==> src/rtl/mcpu_pkg.sv <==
// rtl/mcpu_pkg.sv - shared handshake state encoding and word geometry for the multi-cycle CPU
package mcpu_pkg;

   typedef enum logic [1:0] {
      IDLE = 2'd0,
      WAIT = 2'd1,
      RESP = 2'd2
   } mem_state_t;

   localparam int WORD_BYTES = 4;
   localparam int BYTE_SHIFT = $clog2(WORD_BYTES);

   function automatic int index_bits(input int depth);
      return (depth > 1) ? $clog2(depth) : 1;
   endfunction

endpackage

==> src/rtl/mcpu_data_mem_if.sv <==
// rtl/mcpu_data_mem_if.sv - req/ack load/store bus between the CPU and the data memory
interface mcpu_data_mem_if;
   logic        req;
   logic        we;
   logic [31:0] addr;
   logic [31:0] wdata;
   logic        busy;
   logic        ack;
   logic [31:0] rdata;
   logic        err;

   modport master (output req, we, addr, wdata, input busy, ack, rdata, err);
   modport slave  (input req, we, addr, wdata, output busy, ack, rdata, err);
endinterface

==> src/rtl/mcpu_word_ram.sv <==
// rtl/mcpu_word_ram.sv - word-organised data RAM, synchronous write and combinational read
module mcpu_word_ram
   import mcpu_pkg::*;
#(
   parameter int DEPTH_WORDS = 64,
   parameter int AW          = index_bits(DEPTH_WORDS)
) (
   input  logic          clk,
   input  logic          we,
   input  logic [AW-1:0] addr,
   input  logic [31:0]   wdata,
   output logic [31:0]   rdata
);

   logic [31:0] mem [DEPTH_WORDS];

   always_ff @(posedge clk) begin
      if (we) begin
         mem[addr] <= wdata;
      end
   end

   assign rdata = mem[addr];

endmodule

==> src/rtl/mcpu_data_mem.sv <==
// rtl/mcpu_data_mem.sv - wait-stated load/store responder for the multi-cycle CPU
module mcpu_data_mem
   import mcpu_pkg::*;
#(
   parameter int DEPTH_WORDS = 64,
   parameter int WAIT_CYCLES = 2
) (
   input  logic             clk,
   input  logic             reset,
   mcpu_data_mem_if.slave   bus
);

   localparam int AW = index_bits(DEPTH_WORDS);

   generate
      if (WAIT_CYCLES < 0 || WAIT_CYCLES > 15) begin : g_bad_wait
         $error("mcpu_data_mem: WAIT_CYCLES must be in 0..15");
      end
   endgenerate

   mem_state_t  state;
   logic [3:0]  cnt;
   logic        we_q;
   logic [31:0] addr_q;
   logic [31:0] wdata_q;
   logic [31:0] word_addr;
   logic [31:0] ram_rdata;
   logic        bad;
   logic        commit;

   // Upper address bits take part in the range check so addresses never alias.
   assign word_addr = addr_q >> BYTE_SHIFT;
   assign bad       = (addr_q[BYTE_SHIFT-1:0] != '0) || (word_addr >= 32'(DEPTH_WORDS));
   assign commit    = (state == WAIT) && (cnt == 4'd0);

   mcpu_word_ram #(
      .DEPTH_WORDS (DEPTH_WORDS),
      .AW          (AW)
   ) u_ram (
      .clk   (clk),
      .we    (commit & we_q & ~bad),
      .addr  (word_addr[AW-1:0]),
      .wdata (wdata_q),
      .rdata (ram_rdata)
   );

   // WAIT always lasts WAIT_CYCLES+1 cycles so ack rises WAIT_CYCLES+1 edges after accept.
   always_ff @(posedge clk or negedge reset) begin
      if (!reset) begin
         state     <= IDLE;
         cnt       <= 4'd0;
         we_q      <= 1'b0;
         addr_q    <= '0;
         wdata_q   <= '0;
         bus.busy  <= 1'b0;
         bus.ack   <= 1'b0;
         bus.err   <= 1'b0;
         bus.rdata <= '0;
      end else begin
         bus.ack <= 1'b0;
         case (state)
            IDLE: begin
               if (bus.req) begin
                  state    <= WAIT;
                  cnt      <= 4'(WAIT_CYCLES);
                  we_q     <= bus.we;
                  addr_q   <= bus.addr;
                  wdata_q  <= bus.wdata;
                  bus.busy <= 1'b1;
               end
            end
            WAIT: begin
               if (cnt == 4'd0) begin
                  state   <= RESP;
                  bus.ack <= 1'b1;
                  bus.err <= bad;
                  if (bad) begin
                     bus.rdata <= '0;
                  end else if (!we_q) begin
                     bus.rdata <= ram_rdata;
                  end
               end else begin
                  cnt <= cnt - 4'd1;
               end
            end
            RESP: begin
               state    <= IDLE;
               bus.busy <= 1'b0;
            end
            default: begin
               state    <= IDLE;
               bus.busy <= 1'b0;
            end
         endcase
      end
   end

endmodule

==> src/flat_wrapper.sv <==
// flat-port wrapper written by rule: the top's interface ports become plain ports
module mcpu_data_mem_flat import mcpu_pkg::*;
#(
   parameter int DEPTH_WORDS = 64,
   parameter int WAIT_CYCLES = 2
)
  (clk, reset, bus_req, bus_we, bus_addr, bus_wdata, bus_busy, bus_ack, bus_rdata, bus_err);
  mcpu_data_mem_if bus_i ();
  input  logic clk;
  input  logic reset;
  input wire logic [$bits(bus_i.req)-1:0] bus_req;
  input wire logic [$bits(bus_i.we)-1:0] bus_we;
  input wire logic [$bits(bus_i.addr)-1:0] bus_addr;
  input wire logic [$bits(bus_i.wdata)-1:0] bus_wdata;
  output wire logic [$bits(bus_i.busy)-1:0] bus_busy;
  output wire logic [$bits(bus_i.ack)-1:0] bus_ack;
  output wire logic [$bits(bus_i.rdata)-1:0] bus_rdata;
  output wire logic [$bits(bus_i.err)-1:0] bus_err;
  assign bus_i.req = bus_req;
  assign bus_i.we = bus_we;
  assign bus_i.addr = bus_addr;
  assign bus_i.wdata = bus_wdata;
  assign bus_busy = bus_i.busy;
  assign bus_ack = bus_i.ack;
  assign bus_rdata = bus_i.rdata;
  assign bus_err = bus_i.err;
  mcpu_data_mem #(.DEPTH_WORDS(DEPTH_WORDS), .WAIT_CYCLES(WAIT_CYCLES)) u_core (.clk(clk), .reset(reset), .bus(bus_i));
endmodule
==> config.mk <==
export PLATFORM = sky130hd
export DESIGN_NAME = mcpu_data_mem_flat
export DESIGN_NICKNAME = d
export VERILOG_FILES = /design/src/rtl/mcpu_pkg.sv /design/src/rtl/mcpu_data_mem_if.sv /design/src/rtl/mcpu_word_ram.sv /design/src/rtl/mcpu_data_mem.sv /design/src/flat_wrapper.sv
export SDC_FILE = /design/constraint.sdc
export NUM_CORES = 2
export LEC_CHECK = 0
export CAP_MARGIN = 20
export CORE_MARGIN = 5
export CORE_UTILIZATION = 60
export CTS_BUF_LIST = sky130_fd_sc_hd__clkbuf_16
export CTS_CLUSTER_SIZE = 24
export DETAILED_ROUTE_END_ITERATION = 10
export PLACE_DENSITY = 0.83
export SLEW_MARGIN = 20
export SYNTH_ARGS = -nofsm -noshare
export SYNTH_HDL_FRONTEND = slang
export SYNTH_HIERARCHICAL = 1
export SYNTH_SLANG_ARGS = --single-unit
==> constraint.sdc <==
create_clock -name clk -period 8.1 [get_ports clk]
set_input_delay 1.62 -clock clk [delete_from_list [all_inputs] [get_ports clk]]
set_output_delay 1.62 -clock clk [all_outputs]
set_load 0.03 [all_outputs]
Word-level counts from Yosys, hierarchy flattened
Memory sizes are Yosys's and may differ from the RTL's.
Cells that the tools add are included.
{"block": "word_totals", "reg_bits": 106, "ram_bits": 2048, "inputBits": 68, "word_cells": 47, "n_memories": 1}
{"block": "op_classes", "addsub": 1, "n_lt_le_gt_ge": 1, "n_eq_ne": 5, "muxes": 14, "bitwise_logic": 4, "reduce_logical": 12}
{"memory": "u_core.u_ram.mem", "depth": 64, "word_bits": 32, "read_ports": 1, "rd_clocked_by_memory_dff": 0, "wr": 1, "line": "mcpu_word_ram.sv:15", "rtl": "logic [31:0] mem [DEPTH_WORDS];"}
{"op": "32-bit 2-to-1 mux", "count": 2}
{"op": "30-bit by 7-bit greater-or-equal comparator with 1-bit output, second input constant", "count": 1}
{"op": "4-bit 2-to-1 mux", "count": 2}
{"op": "2-bit != test, second input constant", "count": 4}
{"op": "4-bit one-hot mux with 2 select lines", "count": 1}
{"op": "2-bit AND reduction", "count": 4}
{"op": "3-bit AND reduction", "count": 2}
{"op": "1-bit 2-to-1 mux", "count": 5}
{"op": "4-bit zero test", "count": 1}
{"op": "2-bit 2-to-1 mux", "count": 2}
{"op": "2-bit one-hot mux with 2 select lines", "count": 1}
{"op": "2-bit nonzero test", "count": 2}
{"op": "4-bit by 1-bit subtractor with 4-bit output, second input constant", "count": 1}
{"op": "1-bit bitwise AND", "count": 2}
{"op": "2-bit by 1-bit equality test with 1-bit output, second input constant", "count": 1}
{"op": "2-bit zero test", "count": 1}
{"op": "1-bit inverter", "count": 2}
{"op": "1-bit one-hot mux with 2 select lines", "count": 1}
{"op": "1-bit logical AND", "count": 1}
{"op": "1-bit logical OR", "count": 1}

Logic depth before layout (Yosys ltp)
{"block": "depth", "depth_word": 6, "ltp_mapped": 14}

Modules after synthesis
Netlist, hierarchy kept.
{"module": "mcpu_word_ram", "instances": 1, "cells_each": 4207, "area_each_um2": 78287.6, "seq_area_each_um2": 61499.0}
{"module": "mcpu_data_mem", "instances": 1, "cells_each": 257, "area_each_um2": 4028.9, "seq_area_each_um2": 2652.5}

Worst setup path before layout
OpenSTA, ideal clock, no wires.
{"block": "synth_path", "path_type": "register to register", "startpoint": "reg u_core.addr_q[4]", "endpoint": "mem u_core.u_ram.mem[11][0] (enable)", "setup_time_ns": 0.421, "arrival_ns": 3.178, "required_ns": 7.679, "setup_slack_ns": 4.501, "stages_incl_launch_ff": 10, "path_buffers": 6, "synth_period_minus_slack_ns": 3.599, "path_cell_list": "dfrtp_1 buf_2 buf_2 buf_2 buf_2 buf_2 buf_2 nor2b_1 nand2_1 nor2_1"}
{"block": "synth_between", "elab_chain_cells": 6}
{"item": "from (decl)", "line": "mcpu_data_mem.sv:24", "rtl": "logic [31:0] addr_q;"}
{"item": "from (signal assigned)", "line": "mcpu_data_mem.sv:67", "rtl": "addr_q <= bus.addr;"}
{"item": "30-bit by 7-bit greater-or-equal comparator with 1-bit output", "line": "mcpu_data_mem.sv:33", "rtl": "assign bad = (addr_q[BYTE_SHIFT-1:0] != '0) || (word_addr >= 32'(DEPTH_WORDS));"}
{"item": "1-bit logical OR", "line": "mcpu_data_mem.sv:33"}
{"item": "1-bit inverter", "line": "mcpu_data_mem.sv:41", "rtl": ".we (commit & we_q & ~bad),"}
{"item": "1-bit bitwise AND", "line": "mcpu_data_mem.sv:41"}
{"item": "1-bit 2-to-1 mux", "line": "mcpu_word_ram.sv:18", "rtl": "if (we) begin"}
{"item": "1-bit 2-to-1 mux (implied by the code)", "line": "mcpu_word_ram.sv:19", "rtl": "mem[addr] <= wdata;"}
{"item": "to (decl)", "line": "mcpu_word_ram.sv:15"}
Several ways; a longest one is shown, not always the timed one.

Final worst setup path
{"block": "layout_path", "startpoint": "reg u_core.addr_q[2]", "endpoint": "reg u_core.bus.rdata[20]"}
{"item": "memory 64 x 32 bit"}
{"item": "via u_core.ram_rdata[20]", "line": "mcpu_data_mem.sv:27", "rtl": "logic [31:0] ram_rdata;"}
{"item": "32-bit 2-to-1 mux", "line": "mcpu_data_mem.sv:79", "rtl": "end else if (!we_q) begin"}
{"item": "32-bit 2-to-1 mux", "line": "mcpu_data_mem.sv:77", "rtl": "if (bad) begin"}
{"item": "to (signal assigned)", "line": "mcpu_data_mem.sv:80", "rtl": "bus.rdata <= ram_rdata;"}
{"item": "to (decl)", "line": "mcpu_data_mem_if.sv:13", "rtl": "modport slave (input req, we, addr, wdata, output busy, ack, rdata, err);"}
The timed path passes the listed nets, and every way through them passes these cells. The select of a mux whose other input is x is not followed.
A chain may end at the register's enable or synchronous reset.

==> run_results.csv <==
group,metric,value,unit
finish,layout_commonest_cell,"edfxtp_1",
sta,setup_tns,0,ns
synth,synth_edf_count,2048,
finish,seq_area,0.0642,mm²
drt,maxUsedRoutingLayer,"met5",
sta,tightest_slew,1.16,ns
pwr,power,33.5,mW
synth,yosys_warnings,6,
drt,drt-met1-wl,73000,µm
drt,drt_first_pass_iters,10,
drt,vias,47800,
synth,synth_seq_cells,2154,
global_routing,grt_antenna_before_repair,8,
clocking,cts.clk_slew.worst_paths,0.06,ns
pwr,vdd_drop_max,650,µV
sta,rsz0062_at_grt,"no",
finish,fin_area,0.0921,mm²
sta,max_freq,197,MHz
sta,relSlewSlack,0.224,
clocking,post-cts-setup-buffer-count,0,
setup_path,arrival,5.78,ns
finish,drive_gt1_frac,0.177,
synth,synth.distinct_cells,64,
sta,period_needed,5.08,ns
floorplan,die_h,380,µm
drt,drt-initial-drc-count,8574,
hold_path,hold_class,"reg -> reg",
clocking,cts_buffer_depth,3,
synth,syn_nets,4534,
place,io_buffers,102,
synth,syn_avg_cell_area,18.4,µm²
drt,ant_nets,0,
floorplan,dieArea,0.145,mm²
pwr,p_per_area,364,mW/mm²
global_routing,grt_pass1_wl,320000,µm
place,hpwlAfterDp,122000,µm
drt,vias_per_cell,7.30,
setup_path,path_max_fanout,106,
floorplan,die_width,380,µm
clocking,root_buffer,"clkbuf_16",
floorplan,pin_count,103,
global_routing,grt_use_total,0.302,
sta,drv_slew,0,
global_routing,grt.overflow.total,0,
place,postPlaceCellArea,0.0860,mm²
clocking,cts_max_level,4,
setup_path,critical_path_class,"reg -> reg",
finish,nets,4666,
synth,syn_inst,4464,
synth,ys_seq_area_frac,0.779,
finish,multi_input_area,0.0174,mm²
clocking,clock_sinks,2154,
clocking,insertion_delay,0.83,ns
sta,finalHoldViolCount,0,
floorplan,fp.coreArea,0.137,mm²
finish,areaGrowthSynthToFinish,11.8,%
synth,syn_area,0.0823,mm²
setup_path,cp-start-kind,"flip-flop",
place,place_ws,3.23,ns
floorplan,initial_core_util,0.601,
clocking,cts_made_buffers,193,
global_routing,grt_pass1_vias,46800,
drt,routed_wl,222000,µm
synth,synth_ff_type,"edfxtp_1",
flow_run,maxCapViolCount,0,
status,status,"complete, no violations",
setup_path,endpoint_kind,"flip-flop",
sta,period_share,0.627,
drt,post-route-drc-count,0,
drt,wl_per_cell,33.9,µm
drt,route.met3.wl,32700,µm
clocking,cts_hold_repair.buffers,0,
drt,dr_wl_met2,102000,µm
sta,clock_skew,0.0330,ns
finish,fill_cells,7959,
sta,timing.final.ws_setup,3.02,ns
sta,setup_viol,0,
place,globalplace.congestion,0.934,
clocking,cts_resized,0,
pwr,leakage,29.9,nW
synth,synthArstFlopShare,0.0492,
clocking,cts_tree,"built",
global_routing,grt_max_degree,143,
finish,final_cell_mix,"edfxtp_1, mux2i_1, mux2_2",
setup_path,worst_ep_required_time,8.80,ns
sta,holdWs,0.487,ns
floorplan,num_rows,136,
==> cell families after synthesis <==
| family | after synthesis | synth area share |
|---|---|---|
| flip-flops | 2154 | 0.779 |
| AO/OA/AOI/OAI | 971 | 0.0869 |
| multiplexers | 567 | 0.0868 |
| AND/OR/NAND/NOR | 450 | 0.0290 |
| buffers and inverters | 318 | 0.0175 |
| XOR/XNOR | 2 | 0.000213 |
| adder cells (fa/ha/maj) | 2 | 0.000304 |
==> path summary, 6_finish.rpt <==
path	startpoint	end	slack, ns	depth (start not counted)
setup / recovery	u_core/addr_q[2]	u_core/bus.rdata[20]	3.02	10
hold reg to reg	u_core/bus.busy	u_core/bus.busy	0.49	1
min in group asynchronous	reset	u_core/addr_q[26]	0.96	1
setup reg to reg	u_core/addr_q[2]	u_core/bus.rdata[20]	3.02	10
hold / removal	u_core/bus.busy	u_core/bus.busy	0.49	1
max in group asynchronous	reset	u_core/wdata_q[0]	5.78	2
==> report_power, final <==
part	internal (mW)	switching, mW
sequential	14.0	0.826
clock	4.73	4.00
combinational	3.13	6.79
total	21.9	11.6
==> critical path, cell delays in order (launching register included) <==
cell       delay, ns
dfrtp_4         0.90
buf_12          0.55
nor2b_4         0.22
buf_4           0.43
buf_4           0.46
a221o_1         0.43
o21ai_0         0.12
nand3_1         0.11
a2111oi_0       0.99
nand3_1         0.19
a22o_1          0.25
==> flip-flops by register name, summed over array words and instances, names as in the netlist <==
| register | flops |
|---|---|
| u_core/u_ram/mem | 2048 |
| u_core/addr_q | 32 |
| u_core/bus.rdata | 32 |
| u_core/wdata_q | 32 |
| u_core/cnt | 4 |
| u_core/state | 2 |
| u_core/bus.ack | 1 |
| u_core/bus.busy | 1 |
| u_core/bus.err | 1 |
| u_core/we_q | 1 |
==> layout make-up <==
class / instances / area share
Antenna cell: 2 / 0.0000544
Clock buffer: 193 / 0.0525
Clock inverter: 164 / 0.0128
Inverter: 7 / 0.000367
Multi-Input combinational cell: 1992 / 0.188
Sequential cell: 2154 / 0.698
Tap cell: 1794 / 0.0244
Timing Repair Buffer: 248 / 0.0238
==> routing by layer <==
layer / track usage / vias up
li1: - / 18700
met2: 0.465 / 4545
met4: 0.164 / 10
met5: 0 / -
met3: 0.0803 / 870
met1: 0.399 / 23700
==> Yosys cell counts (all sizes together) (17+ instances only) <==
cell,number,share of area
nor2,152,0.0069
o22ai,93,0.0071
o22a,70,0.0074
and3,86,0.0065
a22oi,188,0.017
nand2b,18,0.0014
a221oi,175,0.019
a22o,98,0.010
nand2,28,0.0013
edfxtp,2048,0.75
a211oi,17,0.0016
nor4,21,0.0019
mux2i,259,0.031
o21ai,87,0.0053
a31oi,44,0.0033
dfrtp,106,0.032
clkbuf,169,0.0078
a21oi,122,0.0074
nor3,23,0.0014
buf,142,0.0094
mux2,212,0.029
mux4,96,0.026
nand3,59,0.0036
==> stage by stage <==
stage                util  instances
floorplan               -       4464
global placement    0.627       6190
detailed placement  0.628       6193
CTS                 0.672       6550
global route        0.672       6552
finish              0.672       6554
No activity file was read; power rests on OpenSTA's default activity.
